===== config.mk =====
export PLATFORM = sky130hd
export DESIGN_NAME = cdb_arbiter
export DESIGN_NICKNAME = d
export VERILOG_FILES = /design/src/rtl/cdb_pkg.sv /design/src/rtl/cdb_src_fifo.sv /design/src/rtl/cdb_arbiter.sv
export SDC_FILE = /design/constraint.sdc
export NUM_CORES = 1
export LEC_CHECK = 0
export ABC_AREA = 1
export CORE_MARGIN = 2
export CORE_UTILIZATION = 43
export CTS_CLUSTER_DIAMETER = 200
export CTS_CLUSTER_SIZE = 8
export DETAILED_ROUTE_END_ITERATION = 8
export MAX_ROUTING_LAYER = met4
export PLACE_DENSITY_LB_ADDON = 0.2
export SLEW_MARGIN = 20
export SYNTH_ARGS = -nofsm -noshare
export SYNTH_HDL_FRONTEND = slang
export SYNTH_HIERARCHICAL = 1
export SYNTH_SLANG_ARGS = --single-unit

===== constraint.sdc =====
create_clock -name clk -period 3.5 [get_ports clk]
set_input_delay 0.875 -clock clk [delete_from_list [all_inputs] [get_ports clk]]
set_output_delay 0.875 -clock clk [all_outputs]
set_load 0.005 [all_outputs]

===== src/rtl/cdb_pkg.sv =====
// ----------------------------------------------------------------------------
// cdb_pkg : shared types and round-robin helper for the CDB arbiter
// Rev 1.0
// ----------------------------------------------------------------------------
`default_nettype none

`ifndef ROB_QUEUE_BITS
`define ROB_QUEUE_BITS 6
`endif

package cdb_pkg;

  localparam int CDB_UID_BITS = `ROB_QUEUE_BITS;
  localparam int VAL_BITS     = 16;
  localparam int LOC_BITS     = 18;
  localparam int MAX_SRC      = 8;

  typedef struct packed {
    logic [CDB_UID_BITS-1:0] uid;
    logic [VAL_BITS-1:0]     val;
    logic [LOC_BITS-1:0]     loc;
  } cdb_entry_t;

  typedef struct packed {
    logic       found;
    logic [2:0] idx;
  } rr_pick_t;

  // First requester found scanning ptr, ptr+1, ... modulo n (n <= MAX_SRC).
  function automatic rr_pick_t rr_pick(input logic [7:0] req,
                                       input logic [2:0] ptr,
                                       input int         n);
    rr_pick_t   r;
    logic [2:0] k3;
    r = '0;
    for (int i = 0; i < MAX_SRC; i++) begin
      k3 = 3'((int'(ptr) + i) % n);
      if ((i < n) && !r.found && req[k3]) begin
        r.found = 1'b1;
        r.idx   = k3;
      end
    end
    return r;
  endfunction

endpackage

`default_nettype wire


===== src/rtl/cdb_src_fifo.sv =====
// ----------------------------------------------------------------------------
// cdb_src_fifo : small per-source result FIFO with synchronous flush
// Rev 1.0
// ----------------------------------------------------------------------------
`default_nettype none

module cdb_src_fifo #(
  parameter int BUF_DEPTH = 2,
  parameter int WIDTH     = 40
) (
  input  logic             clk,
  input  logic             rst,
  input  logic             flush,
  input  logic             push,
  input  logic [WIDTH-1:0] entry_in,
  input  logic             pop,
  output logic [WIDTH-1:0] entry_out,
  output logic             empty,
  output logic             full
);

  localparam int PTR_BITS = $clog2(BUF_DEPTH);
  localparam logic [PTR_BITS:0] FULL_CNT = (PTR_BITS+1)'(BUF_DEPTH);

  logic [WIDTH-1:0]    mem_q [BUF_DEPTH];
  logic [PTR_BITS-1:0] wr_ptr_q, wr_ptr_d;
  logic [PTR_BITS-1:0] rd_ptr_q, rd_ptr_d;
  logic [PTR_BITS:0]   count_q, count_d;

  always_comb begin
    wr_ptr_d = wr_ptr_q;
    rd_ptr_d = rd_ptr_q;
    count_d  = count_q;
    if (flush) begin
      wr_ptr_d = '0;
      rd_ptr_d = '0;
      count_d  = '0;
    end else begin
      if (push) wr_ptr_d = wr_ptr_q + 1'b1;
      if (pop)  rd_ptr_d = rd_ptr_q + 1'b1;
      case ({push, pop})
        2'b10:   count_d = count_q + 1'b1;
        2'b01:   count_d = count_q - 1'b1;
        default: count_d = count_q;
      endcase
    end
  end

  always_ff @(posedge clk or posedge rst) begin
    if (rst) begin
      wr_ptr_q <= '0;
      rd_ptr_q <= '0;
      count_q  <= '0;
    end else begin
      wr_ptr_q <= wr_ptr_d;
      rd_ptr_q <= rd_ptr_d;
      count_q  <= count_d;
    end
  end

  // Storage needs no reset: count gates every read.
  always_ff @(posedge clk) begin
    if (push && !flush) mem_q[wr_ptr_q] <= entry_in;
  end

  assign entry_out = mem_q[rd_ptr_q];
  assign empty     = (count_q == '0);
  assign full      = (count_q == FULL_CNT);

endmodule

`default_nettype wire


===== src/rtl/cdb_arbiter.sv =====
// ----------------------------------------------------------------------------
// cdb_arbiter : buffers functional-unit results and grants the CDB round-robin
// Rev 1.0
// ----------------------------------------------------------------------------
`default_nettype none

module cdb_arbiter
  import cdb_pkg::*;
#(
  parameter int N_SRC     = 4,
  parameter int BUF_DEPTH = 2,
  parameter int UID_BITS  = CDB_UID_BITS
) (
  input  logic                       clk,
  input  logic                       rst,
  input  logic                       flush,
  input  logic [N_SRC-1:0]           src_valid,
  input  logic [N_SRC*UID_BITS-1:0]  src_uid,
  input  logic [N_SRC*VAL_BITS-1:0]  src_val,
  input  logic [N_SRC*LOC_BITS-1:0]  src_loc,
  output logic [N_SRC-1:0]           src_ready,
  output logic                       cdb_valid,
  input  logic                       cdb_ready,
  output logic [UID_BITS-1:0]        cdb_uid,
  output logic [VAL_BITS-1:0]        cdb_val,
  output logic [LOC_BITS-1:0]        cdb_loc,
  output logic [$clog2(N_SRC)-1:0]   cdb_src,
  output logic                       err_overflow
);

  localparam int SRC_BITS = $clog2(N_SRC);
  localparam int ENTRY_W  = UID_BITS + VAL_BITS + LOC_BITS;

  logic [N_SRC-1:0]   push, pop, empty, full;
  logic [ENTRY_W-1:0] fifo_out [N_SRC];

  generate
    for (genvar i = 0; i < N_SRC; i++) begin : g_src
      logic [ENTRY_W-1:0] fifo_in;
      assign fifo_in = {src_uid[i*UID_BITS +: UID_BITS],
                        src_val[i*VAL_BITS +: VAL_BITS],
                        src_loc[i*LOC_BITS +: LOC_BITS]};

      cdb_src_fifo #(
        .BUF_DEPTH (BUF_DEPTH),
        .WIDTH     (ENTRY_W)
      ) u_fifo (
        .clk       (clk),
        .rst       (rst),
        .flush     (flush),
        .push      (push[i]),
        .entry_in  (fifo_in),
        .pop       (pop[i]),
        .entry_out (fifo_out[i]),
        .empty     (empty[i]),
        .full      (full[i])
      );
    end
  endgenerate

  // Ready is purely from registered occupancy; a same-cycle pop never raises it.
  assign src_ready = ~full & {N_SRC{~rst}};
  assign push      = src_valid & src_ready & {N_SRC{~flush}};

  logic                cdb_valid_q, cdb_valid_d;
  logic [UID_BITS-1:0] cdb_uid_q, cdb_uid_d;
  logic [VAL_BITS-1:0] cdb_val_q, cdb_val_d;
  logic [LOC_BITS-1:0] cdb_loc_q, cdb_loc_d;
  logic [SRC_BITS-1:0] cdb_src_q, cdb_src_d;
  logic [SRC_BITS-1:0] rr_ptr_q, rr_ptr_d;
  logic                err_q, err_d;

  rr_pick_t            pick;
  logic [SRC_BITS-1:0] winner;
  logic [ENTRY_W-1:0]  win_entry;
  logic                load;

  assign pick      = rr_pick(8'(~empty), 3'(rr_ptr_q), N_SRC);
  assign winner    = SRC_BITS'(pick.idx);
  assign win_entry = fifo_out[winner];
  assign load      = (~cdb_valid_q | cdb_ready) & ~flush;

  always_comb begin
    cdb_valid_d = cdb_valid_q;
    cdb_uid_d   = cdb_uid_q;
    cdb_val_d   = cdb_val_q;
    cdb_loc_d   = cdb_loc_q;
    cdb_src_d   = cdb_src_q;
    rr_ptr_d    = rr_ptr_q;
    pop         = '0;
    err_d       = err_q | ((|(src_valid & ~src_ready)) & ~flush);

    if (flush) begin
      cdb_valid_d = 1'b0;
    end else if (load) begin
      if (pick.found) begin
        cdb_valid_d = 1'b1;
        cdb_uid_d   = win_entry[ENTRY_W-1 -: UID_BITS];
        cdb_val_d   = win_entry[LOC_BITS +: VAL_BITS];
        cdb_loc_d   = win_entry[LOC_BITS-1:0];
        cdb_src_d   = winner;
        pop[winner] = 1'b1;
        rr_ptr_d    = (winner == SRC_BITS'(N_SRC-1)) ? '0 : winner + 1'b1;
      end else begin
        cdb_valid_d = 1'b0;
      end
    end
  end

  always_ff @(posedge clk or posedge rst) begin
    if (rst) begin
      cdb_valid_q <= 1'b0;
      cdb_uid_q   <= '0;
      cdb_val_q   <= '0;
      cdb_loc_q   <= '0;
      cdb_src_q   <= '0;
      rr_ptr_q    <= '0;
      err_q       <= 1'b0;
    end else begin
      cdb_valid_q <= cdb_valid_d;
      cdb_uid_q   <= cdb_uid_d;
      cdb_val_q   <= cdb_val_d;
      cdb_loc_q   <= cdb_loc_d;
      cdb_src_q   <= cdb_src_d;
      rr_ptr_q    <= rr_ptr_d;
      err_q       <= err_d;
    end
  end

  assign cdb_valid    = cdb_valid_q;
  assign cdb_uid      = cdb_uid_q;
  assign cdb_val      = cdb_val_q;
  assign cdb_loc      = cdb_loc_q;
  assign cdb_src      = cdb_src_q;
  assign err_overflow = err_q;

endmodule

`default_nettype wire


==> flow_summary_export.csv, run 1 <==
group,metric,value,unit
status,status,"complete, no violations",
clock_network,cts_tree,"built",
final_layout,area_delta_synth_final,24.1,%
sta,rsz0062_at_grt,"no",
setup_path,r2r-start,"rr_ptr_q[0]$_DFFE_PP0P_",
final_layout,postLayoutCellArea,21300,um^2
setup_path,cp_cell_sequence,"clkdlybuf4s50_1, buf_4, nor2_1, clkdlybuf4s50_1",
worst_hold_path,hp-start,"err_overflow$_DFF_PP0_",
clock_network,cts_sinks,382,
sta,max_freq,329,MHz
setup_path,r2r_cells,15,
detailed_routing,num_vias,10200,
global_route,grt_pass1_vias,10100,
synth,synth_commonest_cells,"edfxtp_1 (320), nand2_1 (186), nand3_1 (160)",
synth,ys_ff_latch,382,
global_route,grt_max_degree,74,
clock_network,clk_pin_slew,50,ps
setup_path,r2r_slack,710,ps
detailed_routing,routed_wl,40500,um
sta,fin_crit_sh,86.9,%
clock_network,postCtsSetupBuffers,0,
setup_path,cp.arrival,2170,ps
worst_hold_path,min_to,"err_overflow$_DFF_PP0_",
synth,synthCells,1257,
synth,yosysTopAreaCell,"edfxtp_1",
job,max_cap_viol_count,0,
sta,hold_viol,0,
synth,seq_area_frac_synth,65.1,%
clock_network,clkLatencyLatePin,560,ps
floorplanning,io_pins,216,
synth,synth.yosys.warnings,6,
setup_path,regToRegEndpoint,"g_src[0].u_fifo/count_q[0]$_DFFE_PP0P_",
global_route,gr-usage-all-layers,20.2,%
clock_network,hold_buffers,0,
sta,tightest_slew,931,ps
sta,holdWs,498,ps
sta,setup_violations,0,
synth,synth_cell_type_count,30,
detailed_routing,first_iter_violations,812,
place,dp_hpwl,28900,um
detailed_routing,antenna_left,0,
synth,synth_ff_type,"edfxtp_1",
worst_hold_path,hp-class,"reg -> reg",
power_and_ir_drop,power,0.0164,W
detailed_routing,vias_per_cell,4.94,
detailed_routing,post-route-drc-count,0,
sta,slew_headroom,37.9,%
place,placed_area,19700,um^2
worst_hold_path,hold_depth,1,
synth,synth_most_common_cell,"edfxtp_1",
clock_network,cts_resized,0,
setup_path,critPathMaxStageDelay,520,ps
global_route,grt_pass1_wl,61000,um
floorplanning,core_area,39500,um^2
clock_network,htree_levels,2,
detailed_routing,drt_first_pass_iters,5,
power_and_ir_drop,p_per_area,772,nW/um^2
floorplanning,start_util,43.4,%
place,port_buffers,215,
floorplanning,rows,73,
synth,synth_edf_count,320,
final_layout,fillers,3316,
floorplanning,die_w,204,um
sta,slew_violations,0,
sta,timing.final.crit_period,3040,ps
setup_path,critPathTopFamily,"buffers and inverters",
global_route,grt_remaining_overflow,0,
synth,avgSynthCellArea,13.6,um^2
synth,syn_nets,1426,
setup_path,crit_path_start,"rst",
power_and_ir_drop,p_leak,8.20,nW
setup_path,cpMostUsedCell,"clkdlybuf4s50_1",
final_layout,drive_gt1_share,18.2,%
synth,async_reset_ff_share,16.2,%
setup_path,critPathCaptureType,"primary output",
synth,ys_top_cells_by_area,"edfxtp_1 (56%), mux2_4 (13%), dfrtp_1 (9.0%)",
clock_network,cts_buffers,53,
setup_path,worst-path-buf-inv,3,
synth,syn_area,17200,um^2
synth,yosys.area.top_type_share,56.0,%
place,place_congestion,0.871,
setup_path,critPathSlowestCell,"clkdlybuf4s50_1",
final_layout,nets,1660,
global_route,grt_antenna_before_repair,2,
floorplanning,die_height,204,um
setup_path,crit_fanout,13,
clock_network,clock_tree.root_cell,"clkbuf_16",
power_and_ir_drop,peakVddDrop,452,uV
floorplanning,die-area,41500,um^2
sta,fin_skew,15.5,ps
setup_path,path_class,"in -> out",
setup_path,cp.required,2620,ps
clock_network,clk_path_buf_depth,3,
detailed_routing,wl_per_cell,19.6,um
setup_path,cp-start-kind,"primary input",
metal layers:
metal  up-vias  track usage (%)  share of wire, %
met5         -                -                 0
met4         0             7.38               3.2
met3        72             3.80               5.9
met2       319             28.4                43
met1      4923             29.2                48
li1       4887                -                 -
cells in the final DEF (no fill, tap or decap):
| cell type | Yosys | final |
|---|---|---|
| mux2_2 | 8 | 8 |
| ha_1 | 1 | 1 |
| nand4_1 | 11 | 11 |
| nand3_1 | 160 | 160 |
| o21ai_0 | 9 | 9 |
| nand2_1 | 186 | 186 |
| nand3_2 | 2 | 2 |
| inv_6 | 0 | 1 |
| diode_2 | 0 | 2 |
| a21oi_2 | 1 | 1 |
| nor2_4 | 3 | 12 |
| nor2_2 | 3 | 2 |
| edfxtp_1 | 320 | 320 |
| nand3b_1 | 40 | 40 |
| o21a_1 | 2 | 2 |
| dfrtp_1 | 62 | 58 |
| inv_1 | 110 | 109 |
| a21oi_1 | 5 | 5 |
| nand2_2 | 7 | 7 |
| nand2_4 | 3 | 3 |
| o22ai_1 | 3 | 3 |
| nor3_1 | 1 | 1 |
| mux2_4 | 152 | 152 |
| clkdlybuf4s50_1 | 0 | 215 |
| inv_2 | 5 | 6 |
| buf_4 | 9 | 15 |
| o21bai_1 | 1 | 1 |
| nor2_1 | 96 | 88 |
| clkbuf_8 | 0 | 1 |
| clkbuf_16 | 0 | 55 |
| buf_12 | 16 | 11 |
| nor4_1 | 4 | 4 |
| dfrtp_2 | 0 | 4 |
| clkbuf_1 | 1 | 43 |
per-stage QoR:
step	std cells	utilization [%]	setup slack (ps)	setup TNS, ps
3_5_place_dp	1961	49.9	297	0
4_1_cts	2061	53.8	459	0
2_1_floorplan	1257	-	-220	-70310
3_3_place_gp	1961	49.9	337	0
6_report	2063	53.8	459	0
5_1_grt	2063	53.8	428	0
cell type report:
cell class                      instances  area [um^2]  share of cell area [%]
Sequential cell                       382        11200                    52.5
Multi-Input combinational cell        698         4980                    23.4
Timing Repair Buffer                  241         2480                    11.7
Clock buffer                           99         1550                    7.29
Tap cell                              525          657                    3.09
Inverter                              115          432                    2.03
Clock inverter                          1         8.76                  0.0412
Antenna cell                            2         5.00                  0.0235
power by group:
part / internal (W) / leakage (nW) / switching (W)
combinational: 0.00237 / 3.81 / 0.00344
clock: 0.00294 / 0.740 / 0.00181
sequential: 0.00535 / 3.66 / 0.000517
total: 0.0107 / 8.20 / 0.00577
logic make-up (layout without fill, tap and decap cells):
| logic type | count (synthesis) | after routing | synth area share, % |
|---|---|---|---|
| and+or+nand+nor | 516 | 516 | 14.0 |
| muxes | 160 | 160 | 13.8 |
| AOI/OAI and AO/OA | 21 | 21 | 0.700 |
| other | 0 | 2 | 0 |
| DFF | 382 | 382 | 65.1 |
| adders and majority gates | 1 | 1 | 0.0729 |
| buffers and inverters | 177 | 456 | 6.29 |
sequential cells by signal, indices dropped and copies added, names as in the netlist:
name / cells
cdb_loc: 18
cdb_src: 2
cdb_uid: 6
cdb_val: 16
cdb_valid: 1
err_overflow: 1
g_src.u_fifo/count_q: 8
g_src.u_fifo/mem_q: 320
g_src.u_fifo/rd_ptr_q: 4
g_src.u_fifo/wr_ptr_q: 4
rr_ptr_q: 2
worst max-delay path by stage:
stage / to / cells past startpoint
after global placement: g_src[3].u_fifo/mem_q[0][5]$_DFFE_PP_ / 5
after floorplan: g_src[0].u_fifo/mem_q[0][0]$_DFFE_PP_ / 4
after detailed placement: g_src[3].u_fifo/mem_q[0][5]$_DFFE_PP_ / 5
after global routing: g_src[0].u_fifo/count_q[0]$_DFFE_PP0P_ / 15
after CTS: src_ready[0] / 4
final: src_ready[0] / 4
Power figures use the tool's default switching activity.
==> inputs of run 2 (changes only) <==
CTS_CLUSTER_SIZE = 30   (was 8)
==> flow_summary_export.csv, run 2 (synthesis results as in run 1) <==
group,metric,value,unit
sta,max_freq,329,MHz
clock_network,clkLatencyLatePin,530,ps
detailed_routing,post-route-drc-count,0,
detailed_routing,first_iter_violations,774,
floorplanning,die-area,41500,um^2
clock_network,clk_path_buf_depth,3,
clock_network,cts_tree,"built",
power_and_ir_drop,pwr-share-comb,41.7,%
sta,setup_violations,0,
setup_path,path_class,"in -> out",
final_layout,final_common_cell,"edfxtp_1",
floorplanning,core_area,39500,um^2
setup_path,cp.arrival,2170,ps
job,max_cap_viol_count,0,
setup_path,critPathTopFamily,"buffers and inverters",
detailed_routing,vias_per_cell,4.95,
setup_path,critPathSlowestCell,"clkdlybuf4s50_1",
sta,hold_viol,0,
place,port_buffers,215,
global_route,grt_pass1_vias,9592,
final_layout,largest_register,"g_src.u_fifo/mem_q",
power_and_ir_drop,p_leak,7.69,nW
floorplanning,io_pins,216,
final_layout,drive_gt1_share,16.5,%
global_route,gr-usage-all-layers,19.5,%
detailed_routing,antenna_left,0,
clock_network,cts_resized,0,
sta,tightest_slew,932,ps
setup_path,worst-path-buf-inv,3,
clock_network,cts_sinks,382,
detailed_routing,routed_wl,39400,um
power_and_ir_drop,p_sw_share,37.9,%
place,place_inst,1961,
status,status,"complete, no violations",
clock_network,clk_pin_slew,100,ps
floorplanning,start_util,43.4,%
global_route,grt_max_degree,74,
setup_path,critPathCaptureType,"primary output",
global_route,grt_pass1_wl,59100,um
place,place_congestion,0.871,
floorplanning,die_w,204,um
power_and_ir_drop,seq_power_share,42.0,%
final_layout,fillers,3398,
power_and_ir_drop,p_per_area,689,nW/um^2
sta,fin_crit_sh,86.9,%
sta,fin_skew,12.6,ps
sta,holdWs,509,ps
final_layout,final_util,51.1,%
setup_path,cp-start-kind,"primary input",
final_layout,area_delta_synth_final,17.7,%
setup_path,cp_cell_sequence,"clkdlybuf4s50_1, buf_4, nor2_1, clkdlybuf4s50_1",
power_and_ir_drop,power,0.0139,W
final_layout,largest_reg_flops,320,
clock_network,postCtsSetupBuffers,0,
detailed_routing,drt_first_pass_iters,8,
floorplanning,die_height,204,um
sta,slew_violations,0,
sta,slew_headroom,37.9,%
setup_path,cpMostUsedCell,"clkdlybuf4s50_1",
sta,tns,0,ps
setup_path,crit_fanout,13,
clock_network,cts_buffers,16,
sta,rsz0062_at_grt,"no",
floorplanning,rows,73,
detailed_routing,num_vias,9856,
clock_network,hold_buffers,0,
global_route,grt_antenna_before_repair,2,
power_and_ir_drop,peakVddDrop,448,uV
final_layout,nets,1623,
global_route,grt_remaining_overflow,0,
sta,timing.final.crit_period,3040,ps
power_and_ir_drop,p_sw,0.00528,W
power_and_ir_drop,p_int,0.00864,W
worst_hold_path,hp-class,"reg -> reg",
final_layout,instances_no_fill,1991,
setup_path,cp.required,2620,ps
setup_path,critPathMaxStageDelay,520,ps
place,dp_hpwl,28900,um
final_layout,final_cell_mix,"edfxtp_1 (320), clkdlybuf4s50_1 (215), nand2_1 (186)",
clock_network,clock_tree.root_cell,"clkbuf_16",
clock_network,htree_levels,1,
power_and_ir_drop,pwr-share-clk,16.2,%
detailed_routing,wl_per_cell,19.8,um
[run 2: cell types whose count changed in the layout (fill, tap and decap cells not counted), sizes merged]
cell    previous run  this run
clkbuf            99        27
[run 2: metrics by stage]
stage	setup WS [ps]	area, um^2
after global routing	420	20200
final	457	20200
after detailed placement	297	19700
after global placement	337	19700
after floorplan	-220	17200
after CTS	459	20200
[run 2: layer usage]
layer	routed length [um]	GRT usage [%]
met5	0	-
met4	1060	4.98
met3	2100	2.46
met2	17200	28.1
met1	19100	29.1
[run 2: layout make-up]
type                       count  area [um^2]  area share [%]
clock buffer                  27          463            2.29
antenna                        2         5.00          0.0248
inverter                     115          432            2.14
sequential                   382        11200            55.3
clock inverter                 1         8.76          0.0434
multi-input combinational    698         4980            24.7
tap                          525          657            3.25
timing repair buffer         241         2480            12.3
[run 2: power groups by stage]
stage / registers [W] / logic (W) / clock network, W
detailed placement: 0.00596 / 0.00583 / 0
floorplan: 0.00563 / 0.00450 / 0
CTS: 0.00586 / 0.00585 / 0.00234
global placement: 0.00596 / 0.00585 / 0
global route: 0.00590 / 0.00642 / 0.00248
finish: 0.00585 / 0.00581 / 0.00226
[run 2: final timing paths]
path	cells past startpoint	slack [ps]	endpoint	from
max in group asynchronous	4	1980	cdb_loc[7]$_DFFE_PP0P_	rst
worst min-delay path	1	510	err_overflow$_DFF_PP0_	err_overflow$_DFF_PP0_
worst max-delay path	4	460	src_ready[0]	rst
worst min register to register	1	510	err_overflow$_DFF_PP0_	err_overflow$_DFF_PP0_
min in group asynchronous	3	720	g_src[2].u_fifo/count_q[1]$_DFFE_PP0P_	rst
worst max register to register	15	710	g_src[0].u_fifo/count_q[0]$_DFFE_PP0P_	rr_ptr_q[0]$_DFFE_PP0P_
[run 2: worst reg2reg max path, stage by stage, from the launching register on]
cell	delay, ps
dfrtp_1	650
inv_2	170
nand2_1	130
nand2_2	90
nand2_2	80
nand2_4	70
nand3_1	100
nand3_2	100
nand2_4	290
nand2_1	230
nor2_1	340
inv_1	70
nand2_1	120
nand3_1	100
nand3_1	80
nand2_1	60
